===== src/rtl/lcd_sprite_overlay_if.sv =====
// Pixel-stream / ROM / result bundle for the LCD sprite overlay.
// The pixel stream has no backpressure: a pixel is taken on every rising
// clock edge where pix_valid is high, and out_valid marks each composited
// pixel exactly once. The ROM port is a plain synchronous read with
// one-cycle latency, so it carries no handshake either.
interface lcd_sprite_overlay_if #(
    parameter int X_WIDTH     = 11,
    parameter int Y_WIDTH     = 10,
    parameter int COLOR_WIDTH = 16,
    parameter int ADDR_WIDTH  = 8
);
    logic                   frame_start;
    logic                   pix_valid;
    logic [X_WIDTH-1:0]     pix_x;
    logic [Y_WIDTH-1:0]     pix_y;
    logic [COLOR_WIDTH-1:0] bg_color;
    logic                   sprite_en;
    logic [X_WIDTH-1:0]     sprite_pos_x;
    logic [Y_WIDTH-1:0]     sprite_pos_y;
    logic [COLOR_WIDTH-1:0] sprite_color;
    logic [ADDR_WIDTH-1:0]  rom_addr;
    logic                   rom_data;
    logic                   out_valid;
    logic [COLOR_WIDTH-1:0] out_color;
    logic [15:0]            hit_count;

    // Scan logic, sprite registers and bitmap ROM side.
    modport master (
        output frame_start, pix_valid, pix_x, pix_y, bg_color,
        output sprite_en, sprite_pos_x, sprite_pos_y, sprite_color,
        output rom_data,
        input  rom_addr, out_valid, out_color, hit_count
    );

    // Overlay block side.
    modport slave (
        input  frame_start, pix_valid, pix_x, pix_y, bg_color,
        input  sprite_en, sprite_pos_x, sprite_pos_y, sprite_color,
        input  rom_data,
        output rom_addr, out_valid, out_color, hit_count
    );
endinterface


===== src/rtl/lcd_sprite_overlay.sv =====
// Sprite overlay for the LCD pixel stream. A pixel inside the (shadowed)
// sprite window addresses the 1-bit bitmap ROM; two cycles later the ROM bit
// selects sprite colour or the pixel's own background colour. Sprite
// registers are captured on frame_start so a frame never mixes two sprite
// positions, and the number of sprite-coloured pixels per frame is reported.
module lcd_sprite_overlay #(
    parameter int SPR_W       = 16,
    parameter int SPR_H       = 16,
    parameter int ADDR_WIDTH  = 8,
    parameter int X_WIDTH     = 11,
    parameter int Y_WIDTH     = 10,
    parameter int COLOR_WIDTH = 16,
    parameter int SCALE_SHIFT = 0
) (
    input  logic                clk,
    input  logic                rst,
    lcd_sprite_overlay_if.slave bus
);
    // Window size on screen after upscaling, in the widened difference width.
    localparam logic [X_WIDTH:0] LP_WIN_W = (X_WIDTH+1)'(SPR_W << SCALE_SHIFT);
    localparam logic [Y_WIDTH:0] LP_WIN_H = (Y_WIDTH+1)'(SPR_H << SCALE_SHIFT);

    // Frame shadows
    logic                   r_en;
    logic [X_WIDTH-1:0]     r_pos_x;
    logic [Y_WIDTH-1:0]     r_pos_y;
    logic [COLOR_WIDTH-1:0] r_color;

    // Pipeline
    logic [ADDR_WIDTH-1:0]  r_rom_addr;
    logic                   r_valid_s1, r_hit_s1;
    logic [COLOR_WIDTH-1:0] r_bg_s1, r_color_s1;
    logic                   r_valid_s2, r_hit_s2;
    logic [COLOR_WIDTH-1:0] r_bg_s2, r_color_s2;
    logic                   r_out_valid;
    logic [COLOR_WIDTH-1:0] r_out_color;

    // Hit statistics
    logic [15:0]            r_counter;
    logic [15:0]            r_hit_count;

    logic [X_WIDTH:0]       w_dx, w_bx;
    logic [Y_WIDTH:0]       w_dy, w_by;
    logic                   w_hit;
    logic [ADDR_WIDTH-1:0]  w_addr;
    logic                   w_retire_hit;
    logic [15:0]            w_cnt_inc;

    // Differences are one bit wider so a pixel left of / above the sprite
    // shows up as a set top bit instead of wrapping into the window.
    assign w_dx = {1'b0, bus.pix_x} - {1'b0, r_pos_x};
    assign w_dy = {1'b0, bus.pix_y} - {1'b0, r_pos_y};

    assign w_hit = r_en
                 & ~w_dx[X_WIDTH] & (w_dx < LP_WIN_W)
                 & ~w_dy[Y_WIDTH] & (w_dy < LP_WIN_H);

    // Bitmap coordinates after undoing the upscale; row-major address.
    assign w_bx   = w_dx >> SCALE_SHIFT;
    assign w_by   = w_dy >> SCALE_SHIFT;
    assign w_addr = ADDR_WIDTH'(w_by) * ADDR_WIDTH'(SPR_W) + ADDR_WIDTH'(w_bx);

    // A sprite-coloured pixel leaves the pipeline this cycle.
    assign w_retire_hit = r_valid_s2 & r_hit_s2 & bus.rom_data;
    assign w_cnt_inc    = (r_counter == 16'hFFFF) ? r_counter : r_counter + 16'd1;

    // Capture sprite registers at frame start; the pixel sampled on the same
    // edge still sees the previous values.
    always_ff @(posedge clk) begin
        if (rst) begin
            r_en    <= 1'b0;
            r_pos_x <= '0;
            r_pos_y <= '0;
            r_color <= '0;
        end else if (bus.frame_start) begin
            r_en    <= bus.sprite_en;
            r_pos_x <= bus.sprite_pos_x;
            r_pos_y <= bus.sprite_pos_y;
            r_color <= bus.sprite_color;
        end
    end

    // Stage 1: window test, ROM address, and carry the pixel's colours.
    always_ff @(posedge clk) begin
        if (rst) begin
            r_rom_addr <= '0;
            r_valid_s1 <= 1'b0;
            r_hit_s1   <= 1'b0;
            r_bg_s1    <= '0;
            r_color_s1 <= '0;
        end else begin
            r_valid_s1 <= bus.pix_valid;
            r_hit_s1   <= bus.pix_valid & w_hit;
            r_bg_s1    <= bus.bg_color;
            r_color_s1 <= r_color;
            if (bus.pix_valid && w_hit) begin
                r_rom_addr <= w_addr;
            end
        end
    end

    // Stage 2: wait alongside the ROM's registered read.
    always_ff @(posedge clk) begin
        if (rst) begin
            r_valid_s2 <= 1'b0;
            r_hit_s2   <= 1'b0;
            r_bg_s2    <= '0;
            r_color_s2 <= '0;
        end else begin
            r_valid_s2 <= r_valid_s1;
            r_hit_s2   <= r_hit_s1;
            r_bg_s2    <= r_bg_s1;
            r_color_s2 <= r_color_s1;
        end
    end

    // Output: composite with the returned bitmap bit; colour holds on bubbles.
    always_ff @(posedge clk) begin
        if (rst) begin
            r_out_valid <= 1'b0;
            r_out_color <= '0;
        end else begin
            r_out_valid <= r_valid_s2;
            if (r_valid_s2) begin
                r_out_color <= (r_hit_s2 && bus.rom_data) ? r_color_s2 : r_bg_s2;
            end
        end
    end

    // Per-frame hit counter: a hit retiring on the frame_start edge is
    // included in the published count and also starts the new count.
    always_ff @(posedge clk) begin
        if (rst) begin
            r_counter   <= '0;
            r_hit_count <= '0;
        end else if (bus.frame_start) begin
            r_hit_count <= w_retire_hit ? w_cnt_inc : r_counter;
            r_counter   <= {15'd0, w_retire_hit};
        end else if (w_retire_hit) begin
            r_counter   <= w_cnt_inc;
        end
    end

    assign bus.rom_addr  = r_rom_addr;
    assign bus.out_valid = r_out_valid;
    assign bus.out_color = r_out_color;
    assign bus.hit_count = r_hit_count;
endmodule


===== src/flat_wrapper.sv =====
// flat-port wrapper written by rule: the top's interface ports become plain ports
module lcd_sprite_overlay_flat 
#(
    parameter int SPR_W       = 16,
    parameter int SPR_H       = 16,
    parameter int ADDR_WIDTH  = 8,
    parameter int X_WIDTH     = 11,
    parameter int Y_WIDTH     = 10,
    parameter int COLOR_WIDTH = 16,
    parameter int SCALE_SHIFT = 0
)
  (clk, rst, bus_frame_start, bus_pix_valid, bus_pix_x, bus_pix_y, bus_bg_color, bus_sprite_en, bus_sprite_pos_x, bus_sprite_pos_y, bus_sprite_color, bus_rom_data, bus_rom_addr, bus_out_valid, bus_out_color, bus_hit_count);
  lcd_sprite_overlay_if #(.X_WIDTH(X_WIDTH), .Y_WIDTH(Y_WIDTH), .COLOR_WIDTH(COLOR_WIDTH), .ADDR_WIDTH(ADDR_WIDTH)) bus_i ();
  input  logic clk;
  input  logic rst;
  input wire logic [$bits(bus_i.frame_start)-1:0] bus_frame_start;
  input wire logic [$bits(bus_i.pix_valid)-1:0] bus_pix_valid;
  input wire logic [$bits(bus_i.pix_x)-1:0] bus_pix_x;
  input wire logic [$bits(bus_i.pix_y)-1:0] bus_pix_y;
  input wire logic [$bits(bus_i.bg_color)-1:0] bus_bg_color;
  input wire logic [$bits(bus_i.sprite_en)-1:0] bus_sprite_en;
  input wire logic [$bits(bus_i.sprite_pos_x)-1:0] bus_sprite_pos_x;
  input wire logic [$bits(bus_i.sprite_pos_y)-1:0] bus_sprite_pos_y;
  input wire logic [$bits(bus_i.sprite_color)-1:0] bus_sprite_color;
  input wire logic [$bits(bus_i.rom_data)-1:0] bus_rom_data;
  output wire logic [$bits(bus_i.rom_addr)-1:0] bus_rom_addr;
  output wire logic [$bits(bus_i.out_valid)-1:0] bus_out_valid;
  output wire logic [$bits(bus_i.out_color)-1:0] bus_out_color;
  output wire logic [$bits(bus_i.hit_count)-1:0] bus_hit_count;
  assign bus_i.frame_start = bus_frame_start;
  assign bus_i.pix_valid = bus_pix_valid;
  assign bus_i.pix_x = bus_pix_x;
  assign bus_i.pix_y = bus_pix_y;
  assign bus_i.bg_color = bus_bg_color;
  assign bus_i.sprite_en = bus_sprite_en;
  assign bus_i.sprite_pos_x = bus_sprite_pos_x;
  assign bus_i.sprite_pos_y = bus_sprite_pos_y;
  assign bus_i.sprite_color = bus_sprite_color;
  assign bus_i.rom_data = bus_rom_data;
  assign bus_rom_addr = bus_i.rom_addr;
  assign bus_out_valid = bus_i.out_valid;
  assign bus_out_color = bus_i.out_color;
  assign bus_hit_count = bus_i.hit_count;
  lcd_sprite_overlay #(.SPR_W(SPR_W), .SPR_H(SPR_H), .ADDR_WIDTH(ADDR_WIDTH), .X_WIDTH(X_WIDTH), .Y_WIDTH(Y_WIDTH), .COLOR_WIDTH(COLOR_WIDTH), .SCALE_SHIFT(SCALE_SHIFT)) u_core (.clk(clk), .rst(rst), .bus(bus_i));
endmodule

===== config.mk =====
export PLATFORM = sky130hd
export DESIGN_NAME = lcd_sprite_overlay_flat
export DESIGN_NICKNAME = d
export VERILOG_FILES = /design/src/rtl/lcd_sprite_overlay_if.sv /design/src/rtl/lcd_sprite_overlay.sv /design/src/flat_wrapper.sv
export SDC_FILE = /design/constraint.sdc
export NUM_CORES = 1
export LEC_CHECK = 0
export ABC_AREA = 1
export BUFFER_PORTS_ARGS = -buffer_cell sky130_fd_sc_hd__buf_2
export CAP_MARGIN = 20
export CORE_AREA = 5 5 119 121
export CTS_CLUSTER_SIZE = 14
export DETAILED_ROUTE_END_ITERATION = 10
export DIE_AREA = 0 0 124 126
export GPL_TIMING_DRIVEN = 0
export PLACE_DENSITY = 0.89
export SYNTH_ARGS = -nofsm -noshare
export SYNTH_HDL_FRONTEND = slang
export SYNTH_SLANG_ARGS = --single-unit

===== constraint.sdc =====
create_clock -name clk -period 3.2 [get_ports clk]
set_input_delay 0.64 -clock clk [delete_from_list [all_inputs] [get_ports clk]]
set_output_delay 0.64 -clock clk [all_outputs]
set_load 0.05 [all_outputs]

* After elaboration in Yosys (flattened, before gate mapping)
Cells that the tools add are included.
Cells by class: shift operators 0, equality and inequality tests 1, divide/modulo/power cells 0, reduce and logical (&&, ||, !) cells 3, $add $sub $neg 4, bitwise logic cells 9, multiply operators 0, $lt $le $gt $ge 2, muxes and demuxes 4
Operators with widths (number):
- $mux W16 | 3
- $add A16 B1 Y16 const B | 1
- $eq A16 B16 Y1 const B | 1
- $lt A12 B5 Y1 const B | 1
- $sub A11 B11 Y12 | 1
- $lt A11 B5 Y1 const B | 1
- $sub A10 B10 Y11 | 1
- $add A8 B8 Y8 | 1
- $and A1 B1 Y1 | 7
- $logic_and A1 B1 Y1 | 2
- $not A1 Y1 | 2
- $reduce_or A2 Y1 | 1
- $mux W1 | 1
Storage, ports and cells: bits in latches 0, memory bits (read-only) 0, memories 0, input port bits 80, register bits after elaboration 163, RAM bits 0, output and inout bits 41

* Longest topological paths before layout
Gate-level depths: netlist of the first run.
depth after elaboration 7, gate-level depth with buffers 20, mapped depth without buffers 20

* Worst setup path before layout of the first run
OpenSTA, ideal clock, no wires.
kind input -> register, from input port bus_pix_x[0], to register u_core.r_rom_addr[7], in the netlist u_core.bus.rom_addr[7], cell stages on the path 19, setup slack 0.372 ns, arrival 2.712 ns, path buffers 0, setup time 0.117 ns, cell sequence inv_1 > ha_1 > fa_1 > inv_1 > nand2_1 > nand2_1 > nand3_1 > nand3_1 > and2_1 > inv_1 > ha_1 > a21oi_1 > nand2_1 > nand2_1 > nand3b_1 > nand2_1 > nand3_1 > nand2_1 > nor2_1
On the way: longest elaborated chain between the ends 7
Ends and longest elaborated chain:
- from (decl) | line flat_wrapper.sv:18 | input wire logic [$bits(bus_i.pix_x)-1:0] bus_pix_x;
- $sub A11 B11 Y12 (*) | line lcd_sprite_overlay.sv:51 | assign w_dx = {1'b0, bus.pix_x} - {1'b0, r_pos_x};
- parallel branches: the longest is 6 deep, another holds $lt A12 B5 Y1
- to (signal assigned) | line lcd_sprite_overlay.sv:97 | r_rom_addr <= w_addr;
- to (decl) | line lcd_sprite_overlay.sv:30 | logic [ADDR_WIDTH-1:0] r_rom_addr;
Mark *: on every way between the ends. A chain may end at the register's enable or synchronous reset.

* Worst setup path after layout of the first run
from register u_core.r_pos_x[0], to register u_core.r_rom_addr[7], in the netlist u_core.bus.rom_addr[7]
On the way: longest elaborated chain between the ends 7
Ends and longest elaborated chain:
- from (decl) | line lcd_sprite_overlay.sv:25 | logic [X_WIDTH-1:0] r_pos_x;
- from (signal assigned) | line lcd_sprite_overlay.sv:77 | r_pos_x <= bus.sprite_pos_x;
- $sub A11 B11 Y12 (*) | line lcd_sprite_overlay.sv:51
- parallel branches: the longest is 6 deep, another holds $lt A12 B5 Y1
Marks and branches as above.

==> out/results.ini, run 1 <==
[clock_tree]
post_cts_resized=0
numCtsBuffers=17
cts_sinks=163
clockBufferDepth=2
cts_max_level=4
clkSlewWorstSetupHoldPaths_ns=0.07
clk_latency_ns=0.43
hold_buffers=0
tritoncts=built
postCtsSetupBuffers=0
cts.root.buffer_cell=clkbuf_16

[logic_synthesis]
synth-main-ff-cell=dfxtp_1
yosysSeqAreaShare_pct=45.7
synth_top_area_share_pct=45.7
syn_nets=1088
yosys_warnings=0
synth-async-reset-ratio_pct=0
synth_cell_types=34
yosysTopAreaCell=dfxtp_1
synth_seq_cells=163
synth_cells=980
synthTopCellsByArea=dfxtp_1, nand2_1, inv_1
synth_area_sq_um=7130
synth.avg_cell_area_sq_um=7.28
synth_edf_count=0

[worst_setup_path]
rrSetupSlack_ns=0.44
cp.required_ns=3.52
criticalPathCategory=reg2reg
worstSetupStartpointType=flip-flop
crit_fanout=4
end_kind=flip-flop
cp.arrival_ns=3.08

[sta]
fin_crit_sh_pct=86.3
finalClockSkew_ns=0.00503
rsz0062_at_grt=false
tightest_slew_ns=0.570
setup_slack_ns=0.438
timing_hold_violations_final=0
final_max_slew_viol_count=0
slew_headroom_pct=61.9
setup_tns_ns=0
setup_viol=0
fin_crit_ns=2.76
max_freq_ghz=0.362

[global_routing]
grtUsageTotal_pct=21.9
grt_pass1_wl_um=27200
grt_max_degree=18
antenna_found_initial=2
grt_pass1_vias=6069
grt_overflow=0

[final_layout]
nFillCells=1075
layout_commonest_cell=nand2_1
final_cell_mix=nand2_1, inv_1, dfxtp_1
fin_nets=1226
multi_input_area_sq_um=3010
syn_to_final_growth_pct=19.4
seq_area_sq_um=3260
drive_above_1_share_pct=15.9

[place]
io_buffers=119
place_congestion=0.891
place_ws_ns=0.0259
dp_hpwl_um=12500

[floorplanning]
rows=42
die_w_um=124
dieArea_sq_um=15600
die_y_um=126
start_util_pct=55.0
core_area_sq_um=13000
ioPinCount=121

[flow_run]
cap_violations=0

[route]
via_per_inst=4.84
vias=6333
routed_wl_um=16600
drt-pass1-iter-count=5
antenna_left=0
drcViolationCount=0
drtIter0Drc=303
wl_per_cell_um=12.7

[outcome]
outcome=completed

[power]
p_per_area_nw_per_um2=553
irDropWorstVdd_mv=0.347
power.leakage_nw=4.16

[worst_hold_path]
hold_class=reg2reg

==> registers in the layout, indices dropped and copies added, names as in the netlist, 16 cells and up <==
signal / count
u_core.bus.hit_count: 16
u_core.bus.out_color: 16
u_core.r_bg_s1: 16
u_core.r_bg_s2: 16
u_core.r_color: 16
u_core.r_color_s1: 16
u_core.r_color_s2: 16
u_core.r_counter: 16
==> stage by stage <==
step | cell area, sq um | hold WS (ns) | total power (W) | util [%] | cells
2_1_floorplan | 7130 | 0.388 | 0.00264 | - | 980
3_3_place_gp | 7950 | 0.391 | 0.00280 | 61.2 | 1275
3_5_place_dp | 7950 | 0.396 | 0.00282 | 61.2 | 1275
4_1_cts | 8510 | 0.398 | 0.00473 | 65.6 | 1307
5_1_grt | 8520 | 0.410 | 0.00491 | 65.6 | 1309
6_report | 8520 | 0.401 | 0.00471 | 65.6 | 1309
==> metal layers <==
layer / up-vias / track usage (%) / wire (um)
met5: - / 0 / 0
met1: 2835 / 27.1 / 7140
met4: 0 / 8.63 / 423
met2: 170 / 36.8 / 8010
met3: 36 / 5.20 / 1020
li1: 3292 / - / -
==> final timing paths <==
path	cells past startpoint	startpoint	endpoint
setup / recovery	18	u_core.r_pos_x[0]	u_core.bus.rom_addr[7]
hold / removal	2	u_core.r_color_s1[4]	u_core.r_color_s2[4]
setup reg to reg	18	u_core.r_pos_x[0]	u_core.bus.rom_addr[7]
hold reg to reg	2	u_core.r_color_s1[4]	u_core.r_color_s2[4]
==> critical path, cell delays in order (launching register included) <==
cell and delay (ns):
dfxtp_1 0.35, ha_1 0.22, fa_1 0.42, inv_1 0.13
nand2_1 0.06, nand2_1 0.12, nand3_1 0.08, nand3_1 0.09
and2_1 0.15, inv_1 0.05, ha_1 0.31, a21oi_1 0.20
nand2_1 0.07, nand2_1 0.09, nand3b_1 0.08, nand2_1 0.07
nand3_1 0.07, nand2_1 0.07, nor2_1 0.03
==> cell families (layout without fill, tap and decap cells) <==
| logic type | count (synthesis) | after routing | share of synthesized area [%] |
|---|---|---|---|
| and+or+nand+nor | 422 | 422 | 25.0 |
| buffers and inverters | 226 | 377 | 12.1 |
| DFF | 163 | 163 | 45.7 |
| AOI/OAI and AO/OA | 121 | 121 | 9.44 |
| adders and majority gates | 28 | 28 | 5.23 |
| xor gates and xnor gates | 18 | 18 | 2.21 |
| muxes | 2 | 2 | 0.281 |
| other | 0 | 2 | 0 |
==> Yosys cell counts, types with 16 or more instances <==
cell        n
a21oi_1    37
nand3_1    50
nor2_1    120
xor2_1     16
inv_1     191
ha_1       25
dfxtp_1   163
nand2_1   205
o21ai_0    52
clkbuf_1   26
o211ai_1   17
==> where the power goes <==
part | switching, W | leakage, nW | total [W] | internal [W]
combinational | 0.000418 | 2.55 | 0.000642 | 0.000224
sequential | 0.0000296 | 1.34 | 0.00214 | 0.00211
clock | 0.000901 | 0.267 | 0.00193 | 0.00103
==> layout make-up <==
class / instances / share of cell area, %
tap: 176 / 2.58
multi-input combinational: 591 / 35.3
inverter: 196 / 8.64
sequential: 163 / 38.3
timing repair buffer: 119 / 6.99
clock inverter: 15 / 1.64
clock buffer: 17 / 4.99
buffer: 30 / 1.51
antenna: 2 / 0.0587
Note: power is estimated with default switching activity, not from simulation.
==> inputs of run 2 (changes only) <==
--- a/config.mk
+++ b/config.mk
@@ -8,12 +8,13 @@
 export ABC_AREA = 1
 export BUFFER_PORTS_ARGS = -buffer_cell sky130_fd_sc_hd__buf_2
 export CAP_MARGIN = 20
-export CORE_AREA = 5 5 119 121
+export CORE_AREA = 5 5 116 118
 export CTS_CLUSTER_SIZE = 14
 export DETAILED_ROUTE_END_ITERATION = 10
-export DIE_AREA = 0 0 124 126
+export DIE_AREA = 0 0 121 123
 export GPL_TIMING_DRIVEN = 0
-export PLACE_DENSITY = 0.89
+export PLACE_DENSITY = 0.92
+export SLEW_MARGIN = 30
 export SYNTH_ARGS = -nofsm -noshare
 export SYNTH_HDL_FRONTEND = slang
 export SYNTH_SLANG_ARGS = --single-unit
==> constraint.sdc (replaced) <==
create_clock -name clk -period 3.3 [get_ports clk]
set_input_delay 0.66 -clock clk [delete_from_list [all_inputs] [get_ports clk]]
set_output_delay 0.66 -clock clk [all_outputs]
set_load 0.05 [all_outputs]
==> out/results.ini, run 2 (synthesis gave the netlist of run 1 again) <==
[floorplanning]
die_w_um=121  ; -2.4%
start_util_pct=57.7  ; +2.7 points
core_area_sq_um=12400  ; -4.8%
rows=41  ; -2.4%
dieArea_sq_um=14900  ; -4.7%
die_y_um=123  ; -2.4%
ioPinCount=121  ; unchanged

[sta]
tightest_slew_ns=0.548  ; -0.0222 ns
timing_hold_violations_final=0  ; unchanged
rsz0062_at_grt=false
max_freq_ghz=0.354
finalClockSkew_ns=0.00608  ; +0.00105 ns
slew_headroom_pct=63.5  ; +1.6 points
setup_viol=0  ; unchanged
final_max_slew_viol_count=0  ; unchanged
setup_tns_ns=0  ; unchanged
fin_crit_sh_pct=85.7
fin_crit_ns=2.83
setup_slack_ns=0.471  ; +0.0337 ns

[worst_setup_path]
crit_fanout=4  ; unchanged
cp.required_ns=3.62  ; +0.10 ns
r2r_cells=18  ; unchanged
worstSetupStartpointType=input pin
end_kind=flip-flop
criticalPathCategory=in2reg
cp.arrival_ns=3.15  ; +0.07 ns

[clock_tree]
numCtsBuffers=17  ; unchanged
cts_sinks=163  ; unchanged
clk_latency_ns=0.42  ; about the same
cts.root.buffer_cell=clkbuf_16
post_cts_resized=0  ; unchanged
hold_buffers=0  ; unchanged
clockBufferDepth=2  ; unchanged
clkSlewWorstSetupHoldPaths_ns=0.06  ; about the same
tritoncts=built
cts_max_level=4  ; unchanged
postCtsSetupBuffers=0  ; unchanged

[global_routing]
grt_pass1_wl_um=27500  ; +1.2%
antenna_found_initial=2  ; unchanged
grt_max_degree=17  ; -1
grtUsageTotal_pct=23.0  ; +1.1 points
grt_overflow=0  ; unchanged
grt_pass1_vias=6158  ; +1.5%

[route]
antenna_left=0  ; unchanged
wl_per_cell_um=12.8  ; +1.4%
via_per_inst=4.87  ; +0.62%
drtIter0Drc=384  ; +27%
drcViolationCount=0  ; unchanged
vias=6353  ; +0.32%
routed_wl_um=16800  ; +1.1%
drt-pass1-iter-count=5  ; unchanged

[final_layout]
syn_to_final_growth_pct=19.8
layout_commonest_cell=nand2_1
final_cell_mix=nand2_1, inv_1, dfxtp_1
fin_nets=1226  ; unchanged
drive_above_1_share_pct=15.9  ; unchanged

[worst_hold_path]
hold_class=reg2reg
hold_path_depth=2  ; unchanged

[power]
intPower_w=0.00337  ; +0.27%
p_sw_share_pct=27.7  ; -0.93 points
p_seq_share_pct=44.5  ; -0.9 points
p_sw_w=0.00129  ; -4.2%
clock_power_share_pct=42.1  ; +1.2 points
finalPower_w=0.00466  ; -1.0%
p_per_area_nw_per_um2=545  ; -1.4%
p_comb_share_pct=13.4  ; -0.2 points
power.leakage_nw=4.18  ; +0.51%
irDropWorstVdd_mv=0.385  ; +11%

[flow_run]
cap_violations=0  ; unchanged

[place]
place_ws_ns=0.106  ; +0.0797 ns
io_buffers=119  ; unchanged
dp_hpwl_um=12600  ; +0.51%
place_congestion=0.923  ; +3.6%

[outcome]
outcome=completed

## run 2: cell types whose count changed in the layout (fill, tap and decap cells not counted)
| cell | before | now |
|---|---|---|
| clkbuf_8 | 0 | 2 |
| clkinvlp_4 | 4 | 2 |
| clkinv_4 | 1 | 2 |
| inv_8 | 4 | 1 |
| clkinv_8 | 1 | 2 |
| bufinv_16 | 0 | 1 |
## run 2: through the flow
step | hold WS (ns) | util, % | cells | cell area [sq um]
final | 0.404 | 69.1 | 1305 | 8550
after global routing | 0.418 | 69.1 | 1305 | 8550
after CTS | 0.405 | 69.1 | 1303 | 8540
after detailed placement | 0.394 | 64.3 | 1271 | 7940
after global placement | 0.392 | 64.3 | 1271 | 7940
after floorplan | 0.388 | - | 980 | 7130
## run 2: worst max-delay path, stage by stage
cell,delay [ns]
buf_2,0.07
inv_1,0.04
ha_1,0.22
fa_1,0.42
inv_1,0.14
nand2_1,0.06
nand2_1,0.12
nand3_1,0.09
nand3_1,0.09
and2_1,0.16
inv_1,0.06
ha_1,0.31
a21oi_1,0.22
nand3_1,0.14
nand2_1,0.08
nand2_1,0.04
nand2_1,0.05
nand3_1,0.07
nand2_1,0.07
nor2_1,0.03
## run 2: metal layers
layer  routed length (um)  up-vias  GRT usage (%)
li1                     -     3289              -
met1                 7320     2849           27.7
met2                 8030      180           39.7
met3                  906       35           4.85
met4                  513        0           10.6
met5                    0        -              0
## run 2: area by class of cell
type                    instances  area (sq um)
fillers                       973          3810
flip-flops and latches        163          3260
multi-input cells             591          3010
inverters                     196           736
repair buffers                119           596
clock buffers                  19           453
well taps                     172           215
clock inverters                13           146
plain buffers                  30           129
diodes                          2          5.00
## run 2: final timing paths
kind | start | slack, ns | to
min | u_core.r_bg_s1[9] | 0.40 | u_core.r_bg_s2[9]
min reg2reg | u_core.r_bg_s1[9] | 0.40 | u_core.r_bg_s2[9]
max reg2reg | u_core.r_pos_x[0] | 0.48 | u_core.bus.rom_addr[7]
max | bus_pix_x[0] | 0.47 | u_core.bus.rom_addr[7]
## run 2: power by group through the flow
stage,Sequential (W),Clock [W],Combinational [W]
2_1_floorplan,0.00216,0,0.000402
3_3_place_gp,0.00212,0,0.000602
3_5_place_dp,0.00212,0,0.000618
4_1_cts,0.00207,0.00197,0.000625
5_1_grt,0.00208,0.00205,0.000708
6_report,0.00207,0.00196,0.000627
